--- config.mk ---
export PLATFORM = sky130hd
export DESIGN_NAME = latch_write_seq
export DESIGN_NICKNAME = d
export VERILOG_FILES = /design/src/rtl/latch_write_seq.sv
export SDC_FILE = /design/constraint.sdc
export NUM_CORES = 1
export LEC_CHECK = 0
export ABC_CLOCK_PERIOD_IN_PS = 1900
export CORE_UTILIZATION = 35
export CTS_CLUSTER_SIZE = 10
export DETAILED_ROUTE_END_ITERATION = 10
export GPL_TIMING_DRIVEN = 0
export PLACE_DENSITY = 0.74
export SLEW_MARGIN = 20
export SYNTH_ARGS = -nofsm -noshare
export SYNTH_HDL_FRONTEND = slang
export SYNTH_SLANG_ARGS = --single-unit
--- constraint.sdc ---
create_clock -name clk -period 1.9 [get_ports clk]
set_input_delay 0.38 -clock clk [delete_from_list [all_inputs] [get_ports clk]]
set_output_delay 0.38 -clock clk [all_outputs]
set_load 0.01 [all_outputs]
--- src/rtl/latch_write_seq.sv ---
// latch_write_seq: timed setup/pulse/hold write strobes to a latch bank with readback check
module latch_write_seq #(
  parameter int WIDTH     = 8,
  parameter int SETUP_CYC = 2,
  parameter int PULSE_CYC = 3,
  parameter int HOLD_CYC  = 2
) (
  input  logic             clk,
  input  logic             rst,
  input  logic [WIDTH-1:0] in_data,
  input  logic             in_valid,
  output logic             in_ready,
  output logic [WIDTH-1:0] lat_d,
  output logic             lat_en,
  input  logic [WIDTH-1:0] lat_q,
  output logic             done,
  output logic             err,
  output logic [7:0]       err_cnt
);
  if (SETUP_CYC < 1 || SETUP_CYC > 15 || PULSE_CYC < 1 || PULSE_CYC > 15 ||
      HOLD_CYC < 1 || HOLD_CYC > 15) begin : g_bad_param
    $error("latch_write_seq: SETUP_CYC/PULSE_CYC/HOLD_CYC must be 1..15");
  end
  typedef enum logic [2:0] {IDLE, SETUP, PULSE, HOLD, CHECK} state_t;
  localparam logic [3:0] S_LD = 4'(SETUP_CYC - 1);
  localparam logic [3:0] P_LD = 4'(PULSE_CYC - 1);
  localparam logic [3:0] H_LD = 4'(HOLD_CYC - 1);
  state_t           state, state_nx;
  logic [3:0]       cnt, cnt_nx;
  logic [WIDTH-1:0] lat_d_nx;
  logic             lat_en_nx, done_nx, err_nx;
  logic [7:0]       err_cnt_nx;
  logic             last;
  assign in_ready = (state == IDLE) && !rst;
  assign last     = cnt == 4'd0;
  always_ff @(posedge clk or posedge rst) begin
    if (rst) begin
      state   <= IDLE;
      cnt     <= '0;
      lat_d   <= '0;
      lat_en  <= 1'b0;
      done    <= 1'b0;
      err     <= 1'b0;
      err_cnt <= '0;
    end else begin
      state   <= state_nx;
      cnt     <= cnt_nx;
      lat_d   <= lat_d_nx;
      lat_en  <= lat_en_nx;
      done    <= done_nx;
      err     <= err_nx;
      err_cnt <= err_cnt_nx;
    end
  end
  always_comb begin
    state_nx   = state;
    cnt_nx     = cnt - 4'd1;
    lat_d_nx   = lat_d;
    lat_en_nx  = lat_en;
    done_nx    = 1'b0;
    err_nx     = 1'b0;
    err_cnt_nx = err_cnt;
    case (state)
      IDLE: begin
        cnt_nx = cnt;
        if (in_valid) begin
          lat_d_nx = in_data;
          cnt_nx   = S_LD;
          state_nx = SETUP;
        end
      end
      SETUP: if (last) begin
        cnt_nx    = P_LD;
        lat_en_nx = 1'b1;
        state_nx  = PULSE;
      end
      PULSE: if (last) begin
        cnt_nx    = H_LD;
        lat_en_nx = 1'b0;
        state_nx  = HOLD;
      end
      HOLD: if (last) begin
        cnt_nx   = '0;
        state_nx = CHECK;
      end
      CHECK: begin
        cnt_nx     = '0;
        done_nx    = 1'b1;
        err_nx     = lat_q != lat_d;
        err_cnt_nx = err_cnt + 8'(err_nx && !(&err_cnt));
        state_nx   = IDLE;
      end
      default: begin
        cnt_nx    = '0;
        lat_en_nx = 1'b0;
        state_nx  = IDLE;
      end
    endcase
  end
endmodule

==> out/results.md, run 1 <==
| Stage | Item | This run |
|:---|:---|:---|
| timing | Final number of max-transition violations | 0 |
| placement | Setup slack after placement | -365 ps |
| cells and area | Final nets | 179 |
| routing | Via count | 1029 |
| cts | Count of clock tree sinks | 26 |
| global route | Total congestion overflow | 0 |
| cts | Deepest level of the CTS H-tree | 1 |
| timing | Setup TNS after final layout | 0 ps |
| pwr | Leakage power total | 0.819 nW |
| floorplanning | Number of top-level design ports | 39 |
| placement | Port Buf Inserts | 38 |
| worst setup path | Register-to-Register Setup Slack | 160 ps |
| floorplanning | Total die area | 3950 um^2 |
| floorplanning | Starting density of the core | 37.7% |
| worst setup path | Crit Path Max Fanout | 3 |
| worst setup path | CP arrival | 1970 ps |
| logic synthesis | Most numerous cell types in the synthesized netlist | 26 x sky130_fd_sc_hd__dfrtp_1, 11 x sky130_fd_sc_hd__xor2_1, 10 x sky130_fd_sc_hd__nand2_1 |
| cts | CTS Buf Count | 3 |
| logic synthesis | Share of the synthesized area in the top cell type | 50.1% |
| logic synthesis | Synthesized area | 1300 um^2 |
| timing | Setup-violating endpoint count in the final report | 0 |
| timing | Relative slew slack | 36.6% |
| routing | Post-route DRC violation count | 0 |
| run | Max cap viols | 0 |
| cts | Post-CTS Hold Buffers | 0 |
| pwr | Maximum ir drop on the vdd rail | 0.000950 V |
| placement | Placed wire-length estimate | 1910 um |
| floorplanning | Die width | 62.9 um |
| logic synthesis | Sequential area share after synthesis | 50.1% |
| cells and area | Layout-stage area growth over the synthesis result | 43.8% |
| logic synthesis | Most area-consuming cells after synthesis | sky130_fd_sc_hd__dfrtp_1 50%, sky130_fd_sc_hd__xor2_1 7.4%, sky130_fd_sc_hd__mux2_2 6.1% |
| timing | Worst-margin pin slew | 950 ps |
| global route | Global-route wire length before repair | 4400 um |
| routing | Routed wire per std cell | 12.8 um |
| timing | Final worst-path cycle share | 93.3% |
| global route | Overall fraction of global-route tracks in use | 14.0% |
| cts | Reg clk slew, reported paths | 90 ps |
| min path | Startpoint of the worst hold path | err_cnt[6] |
| logic synthesis | Most area-hungry cell type in the Yosys netlist | sky130_fd_sc_hd__dfrtp_1 |
| floorplanning | Floorplan row count | 21 |
| routing | Remaining antenna violation count after routing | 0 |
| worst setup path | Nature of the critical path endpoint | flip-flop |
| logic synthesis | Post-synth top flop | sky130_fd_sc_hd__dfrtp_1 |
| floorplanning | Std-Cell Core Area | 3440 um^2 |
| logic synthesis | Yosys warnings | 0 |
| min path | Class of the worst hold path | reg2reg |
| routing | Number of design-rule violations left by the first detailed-router iteration | 20 |
| timing | Unrepaired setup endpoints after global routing | no |
| logic synthesis | Instance count of the mapped netlist | 113 |
| logic synthesis | Unique cell type count in the Yosys netlist | 34 |
| cts | Worst-Skew Late Latency | 270 ps |
| pwr | Power per standard cell area | 1410 nW/um^2 |
| logic synthesis | Fraction of synthesis flops using an asynchronous set or reset pin | 100% |
| floorplanning | Vertical die dimension | 62.9 um |
| worst setup path | Crit start category | input pin |
| timing | Clock period minus final worst setup slack | 1770 ps |
| timing | Min Hold Slack | 505 ps |
| cells and area | Fraction of layout instances using a drive strength above 1 | 19.7% |
| global route | Pin count of the biggest net entering global routing | 27 |
| logic synthesis | Synthesized net count | 134 |
| cells and area | Share of the core filled with cells in the final layout | 54.2% |
| timing | Setup slack of the critical path after layout | 127 ps |
| cts | CTS tree | done |
| cts | Clock root cell | sky130_fd_sc_hd__clkbuf_8 |
| routing | 1st-pass router iterations | 4 |
| worst setup path | Beginning of the critical path | lat_q[7] |
| pwr | Tot Pwr | 2.63 mW |
| global route | Antenna violations before repair | 0 |
| timing | Maximum frequency from static timing analysis | 564 MHz |
| global route | Number of global-route vias before repair | 1014 |
| routing | Vias per std cell | 5.07 |
| logic synthesis | Synthesis-stage register bit count | 26 |
| routing | Sum of routed wire length over all layers | 2600 um |
| run status | Outcome | completed |
| logic synthesis | Post-synth EDFFs | 0 |
| cts | CTS Buffer Depth | 2 |
| timing | Endpoints failing hold | 0 |
| placement | Placer Congestion | 0.794 |
| worst setup path | Worst setup path class | in2reg |
| worst setup path | Critical Path RT | 2100 ps |
| cells and area | Number of antenna cells inserted | 0 |
| timing | Setup skew after layout | 3.05 ps |
| worst setup path | Reg2reg start | lat_d[6] |
| logic synthesis | Most frequent cell after synthesis | sky130_fd_sc_hd__dfrtp_1 |
| logic synthesis | Synthesized area divided by synthesized cell count | 11.5 um^2 |
## report_power, final
group	switching (mW)	internal (mW)
clock	0.171	0.282
combinational	0.548	0.682
sequential	0.203	0.740
total	0.922	1.70
## cells in the final DEF (no fill, tap or decap), types with 2 or more instances in the layout
cell / count
sky130_fd_sc_hd__clkdlybuf4s50_1: 31
sky130_fd_sc_hd__dfrtp_1: 26
sky130_fd_sc_hd__xor2_1: 11
sky130_fd_sc_hd__nand2_1: 10
sky130_fd_sc_hd__mux2_2: 7
sky130_fd_sc_hd__a21oi_1: 7
sky130_fd_sc_hd__dlymetal6s2s_1: 6
sky130_fd_sc_hd__xnor2_1: 4
sky130_fd_sc_hd__nand4_1: 4
sky130_fd_sc_hd__buf_2: 3
sky130_fd_sc_hd__inv_1: 3
sky130_fd_sc_hd__nor2_1: 3
sky130_fd_sc_hd__nor4_1: 3
sky130_fd_sc_hd__clkbuf_8: 3
sky130_fd_sc_hd__clkbuf_2: 2
sky130_fd_sc_hd__nor3_2: 2
sky130_fd_sc_hd__nor3b_1: 2
sky130_fd_sc_hd__nor3_1: 2
sky130_fd_sc_hd__nor4_2: 2
sky130_fd_sc_hd__nand3b_1: 2
sky130_fd_sc_hd__o311ai_0: 2
sky130_fd_sc_hd__buf_4: 2
## metrics by stage
step	std cells	cell area [um^2]
2_1_floorplan	113	1300
3_3_place_gp	197	1740
3_5_place_dp	197	1740
4_1_cts	201	1820
5_1_grt	203	1870
6_report	203	1870
## flip-flops by register name (all words and copies together) (netlist names)
| name | cells |
|---|---|
| err | 1 |
| lat_d | 8 |
| cnt | 4 |
| err_cnt | 8 |
| lat_en | 1 |
| state | 3 |
| done | 1 |
## final timing paths
path | to | depth (start not counted)
min in group asynchronous | cnt[1] | 2
hold / removal | err_cnt[6] | 1
setup reg to reg | err_cnt[4] | 7
max in group asynchronous | lat_d[6] | 2
hold reg to reg | err_cnt[6] | 1
setup / recovery | err_cnt[5] | 8
## layer usage
metal | track usage [%] | part of all wire, % | vias to the layer above
li1 | - | - | 500
met1 | 16.1 | 43 | 505
met2 | 25.4 | 52 | 22
met3 | 4.56 | 4.5 | 2
met4 | 1.74 | 0.46 | 0
met5 | 0 | 0 | -
## kinds of logic after synthesis
kind of cell | share of synthesized area, %
AND/OR/NAND/NOR | 19.7
AO/OA/AOI/OAI | 7.62
adder cells (fa/ha/maj) | 1.93
XOR/XNOR | 10.1
buffers and inverters | 3.57
flip-flops | 50.1
multiplexers | 6.94
## worst max-delay path: stages
cell	delay, ps
sky130_fd_sc_hd__clkdlybuf4s50_1	470
sky130_fd_sc_hd__xor2_1	170
sky130_fd_sc_hd__nor4_2	80
sky130_fd_sc_hd__a21oi_1	180
sky130_fd_sc_hd__ha_2	240
sky130_fd_sc_hd__nand3_2	110
sky130_fd_sc_hd__nor3_2	190
sky130_fd_sc_hd__xor2_1	150
## cell type report
class                   instances  area (um^2)
clock buffers                   3         41.3
multi-input cells              78          633
inverters                       4         16.3
flip-flops and latches         26          651
well taps                      46         57.6
repair buffers                 40          405
plain buffers                   5         31.3
clock inverters                 1         30.0
fillers                       296         1580
## what timing repair did
action | CTS | global route
endpoints found under the setup margin | 8 | 8
setup buffers | 0 | 2
resized for setup | 4 | 13
pin swaps | 0 | 9
(Power assumes the default switching activity.)
==> run 2, diff against run 1 <==
CORE_UTILIZATION = 46   (was 35)
PLACE_DENSITY = 0.9   (was 0.74)
==> run 2 against run 1 <==
Against the previous run: non-clock buffer count is 2 lower; combinational power is essentially flat; final area is 4.1% lower; via count fell by 2.2%; hold slack worse by 12 ps.
==> out/results.md, run 2 (synthesized netlist as in run 1, its figures left out) <==
| Stage | Item | This run | Delta |
|:---|:---|:---|:---|
| floorplanning | Vertical die dimension | 55.1 um | -12% |
| global route | Total congestion overflow | 0 | unchanged |
| timing | Clock period minus final worst setup slack | 1830 ps | +60.8 ps |
| routing | Number of design-rule violations left by the first detailed-router iteration | 11 | -45% |
| worst setup path | Beginning of the critical path | state[0] |  |
| worst setup path | Crit start category | flip-flop |  |
| pwr | Clock power frac | 11.3% | -6.0 points |
| routing | Remaining antenna violation count after routing | 0 | unchanged |
| global route | Overall fraction of global-route tracks in use | 19.3% | +5.3 points |
| routing | Vias per std cell | 5.44 | +7.3% |
| cts | Deepest level of the CTS H-tree | 1 | unchanged |
| run | Max cap viols | 0 | unchanged |
| min path | Class of the worst hold path | in2async |  |
| placement | Count of placed standard cells including taps | 181 | -8.1% |
| routing | Routed wire per std cell | 15.3 um | +19% |
| floorplanning | Die width | 55.1 um | -12% |
| timing | Final worst-path cycle share | 96.5% | +3.2 points |
| cts | Worst-Skew Late Latency | 310 ps | +40 ps |
| cells and area | Most common cell after layout, fill and taps aside | sky130_fd_sc_hd__clkdlybuf4s50_1 |  |
| timing | Relative slew slack | 39.1% | +2.6 points |
| floorplanning | Floorplan row count | 18 | -14% |
| worst setup path | Worst setup path class | reg2out |  |
| cells and area | Layout-stage area growth over the synthesis result | 37.9% |  |
| cells and area | Layout fillers | 204 | -31% |
| pwr | Leakage power total | 0.735 nW | -10% |
| worst setup path | CP arrival | 1450 ps | -520 ps |
| cts | Post-CTS Hold Buffers | 0 | unchanged |
| routing | 1st-pass router iterations | 3 | -1 |
| pwr | Relative contribution of combinational cells to total power | 50.0% | +3.2 points |
| placement | Placer Congestion | 0.764 | -3.8% |
| routing | Sum of routed wire length over all layers | 2830 um | +8.7% |
| pwr | Power per standard cell area | 1380 nW/um^2 | -2.3% |
| timing | Endpoints failing hold | 0 | unchanged |
| timing | Setup skew after layout | 4.25 ps | +1.19 ps |
| cells and area | Final nets | 177 | -1.1% |
| floorplanning | Total die area | 3040 um^2 | -23% |
| cells and area | Number of standard cells in the layout, taps in and fillers out | 185 | -8.9% |
| worst setup path | Reg2reg start | lat_d[3] |  |
| placement | Port Buf Inserts | 38 | unchanged |
| timing | Maximum frequency from static timing analysis | 545 MHz | -3.3% |
| cts | Reg clk slew, reported paths | 140 ps | +50 ps |
| placement | Placed wire-length estimate | 2110 um | +11% |
| pwr | Part of the power in registers | 38.7% | +2.8 points |
| cts | CTS Buf Count | 3 | unchanged |
| cells and area | Number of antenna cells inserted | 0 | unchanged |
| cells and area | Regs by FF count | err_cnt (8), lat_d (8), cnt (4) |  |
| global route | Antenna violations before repair | 0 | unchanged |
| global route | Pin count of the biggest net entering global routing | 27 | unchanged |
| timing | Setup TNS after final layout | 0 ps | unchanged |
| timing | Worst-margin pin slew | 908 ps | -42.8 ps |
| floorplanning | Std-Cell Core Area | 2570 um^2 | -25% |
| worst setup path | Critical Path RT | 1520 ps | -580 ps |
| pwr | Reported net switching power | 926 uW | +0.44% |
| run status | Outcome | completed |  |
| pwr | Switching Share | 37.6% | +2.5 points |
| pwr | Maximum ir drop on the vdd rail | 0.000968 V | +1.9% |
| pwr | Internal portion of total power | 1.53 mW | -9.9% |
| timing | Unrepaired setup endpoints after global routing | no |  |
| cells and area | Fraction of layout instances using a drive strength above 1 | 20.0% | +0.25 points |
| global route | Number of global-route vias before repair | 962 | -5.1% |
| timing | Final number of max-transition violations | 0 | unchanged |
| floorplanning | Number of top-level design ports | 39 | unchanged |
| cts | CTS Buffer Depth | 2 | unchanged |
| floorplanning | Starting density of the core | 50.5% | +13 points |
| cells and area | Most used cells in the layout excluding fill and tap cells | 37 x sky130_fd_sc_hd__clkdlybuf4s50_1, 25 x sky130_fd_sc_hd__dfrtp_1, 11 x sky130_fd_sc_hd__xor2_1, 10 x sky130_fd_sc_hd__nand2_1 |  |
| worst setup path | Nature of the critical path endpoint | primary output |  |
| timing | Setup-violating endpoint count in the final report | 0 | unchanged |
| routing | Via count | 1006 | -2.2% |
| cts | Clock root cell | sky130_fd_sc_hd__clkbuf_4 |  |
| cts | Count of clock tree sinks | 26 | unchanged |
| worst setup path | Crit Path Max Fanout | 10 | +7 |
| routing | Post-route DRC violation count | 0 | unchanged |
| global route | Global-route wire length before repair | 4150 um | -5.7% |
| cts | CTS tree | done |  |
[run 2: changes by cell type in the layout (fill, tap and decap cells not counted), sizes merged]
cell and change:
clkbuf -1, clkinv +1, clkdlybuf4s50 +6, inv -1
clkdlybuf4s15 +1, dlymetal6s2s -6, bufinv -1, buf -1
[run 2: worst max-delay path, stage by stage, from the launching register on]
cell and delay, ps:
sky130_fd_sc_hd__dfrtp_2 450, sky130_fd_sc_hd__buf_4 180, sky130_fd_sc_hd__nor4_2 260, sky130_fd_sc_hd__clkdlybuf4s15_2 250
[run 2: power by group through the flow]
stage	clock (mW)	sequential, mW	combinational (mW)
after floorplan	0	0.978	0.659
after global placement	0	0.929	1.12
after detailed placement	0	0.948	1.18
after CTS	0.283	0.951	1.19
after global routing	0.305	0.981	1.34
final	0.277	0.953	1.23
[run 2: cell type report]
| type | count | area (um^2) | share of cell area (%) |
|---|---|---|---|
| multi-input combinational | 78 | 629 | 35.2 |
| sequential | 26 | 652 | 36.4 |
| inverter | 4 | 16.3 | 0.909 |
| clock buffer | 4 | 36.3 | 2.03 |
| timing repair buffer | 39 | 389 | 21.7 |
| tap | 30 | 37.5 | 2.10 |
| buffer | 4 | 28.8 | 1.61 |
[run 2: worst paths after layout]
check,end,slack [ps],cells after the start
max in group asynchronous,state[0],940,2
worst min-delay path,lat_en,490,2
min in group clk,err_cnt[6],530,1
worst max register to register,err_cnt[6],120,7
worst max-delay path,in_ready,70,3
worst min register to register,err_cnt[6],530,1
[run 2: repair_timing]
| item | in CTS | in global routing |
|---|---|---|
| pin swaps | 0 | 3 |
| setup buffers | 0 | 1 |
| resized for setup | 7 | 5 |
| setup endpoints to repair | 7 | 7 |
[run 2: metrics by stage]
step	util, %	area [um^2]	hold WS, ps	total power, mW	worst slack (ps)
finish	69.7	1790	493	2.46	66.4
detailed placement	66.8	1720	506	2.12	-372
global route	69.7	1790	549	2.63	0.596
global placement	66.8	1720	479	2.05	-323
floorplan	-	1300	420	1.64	199
CTS	68.7	1760	529	2.43	7.05
[run 2: metal layers]
metal	vias to the layer above	part of all wire [%]	GRT usage [%]
li1	495	-	-
met1	493	44	23.4
met2	16	53	35.5
met3	2	2.7	2.46
met4	0	0.53	5.00
met5	-	0	0
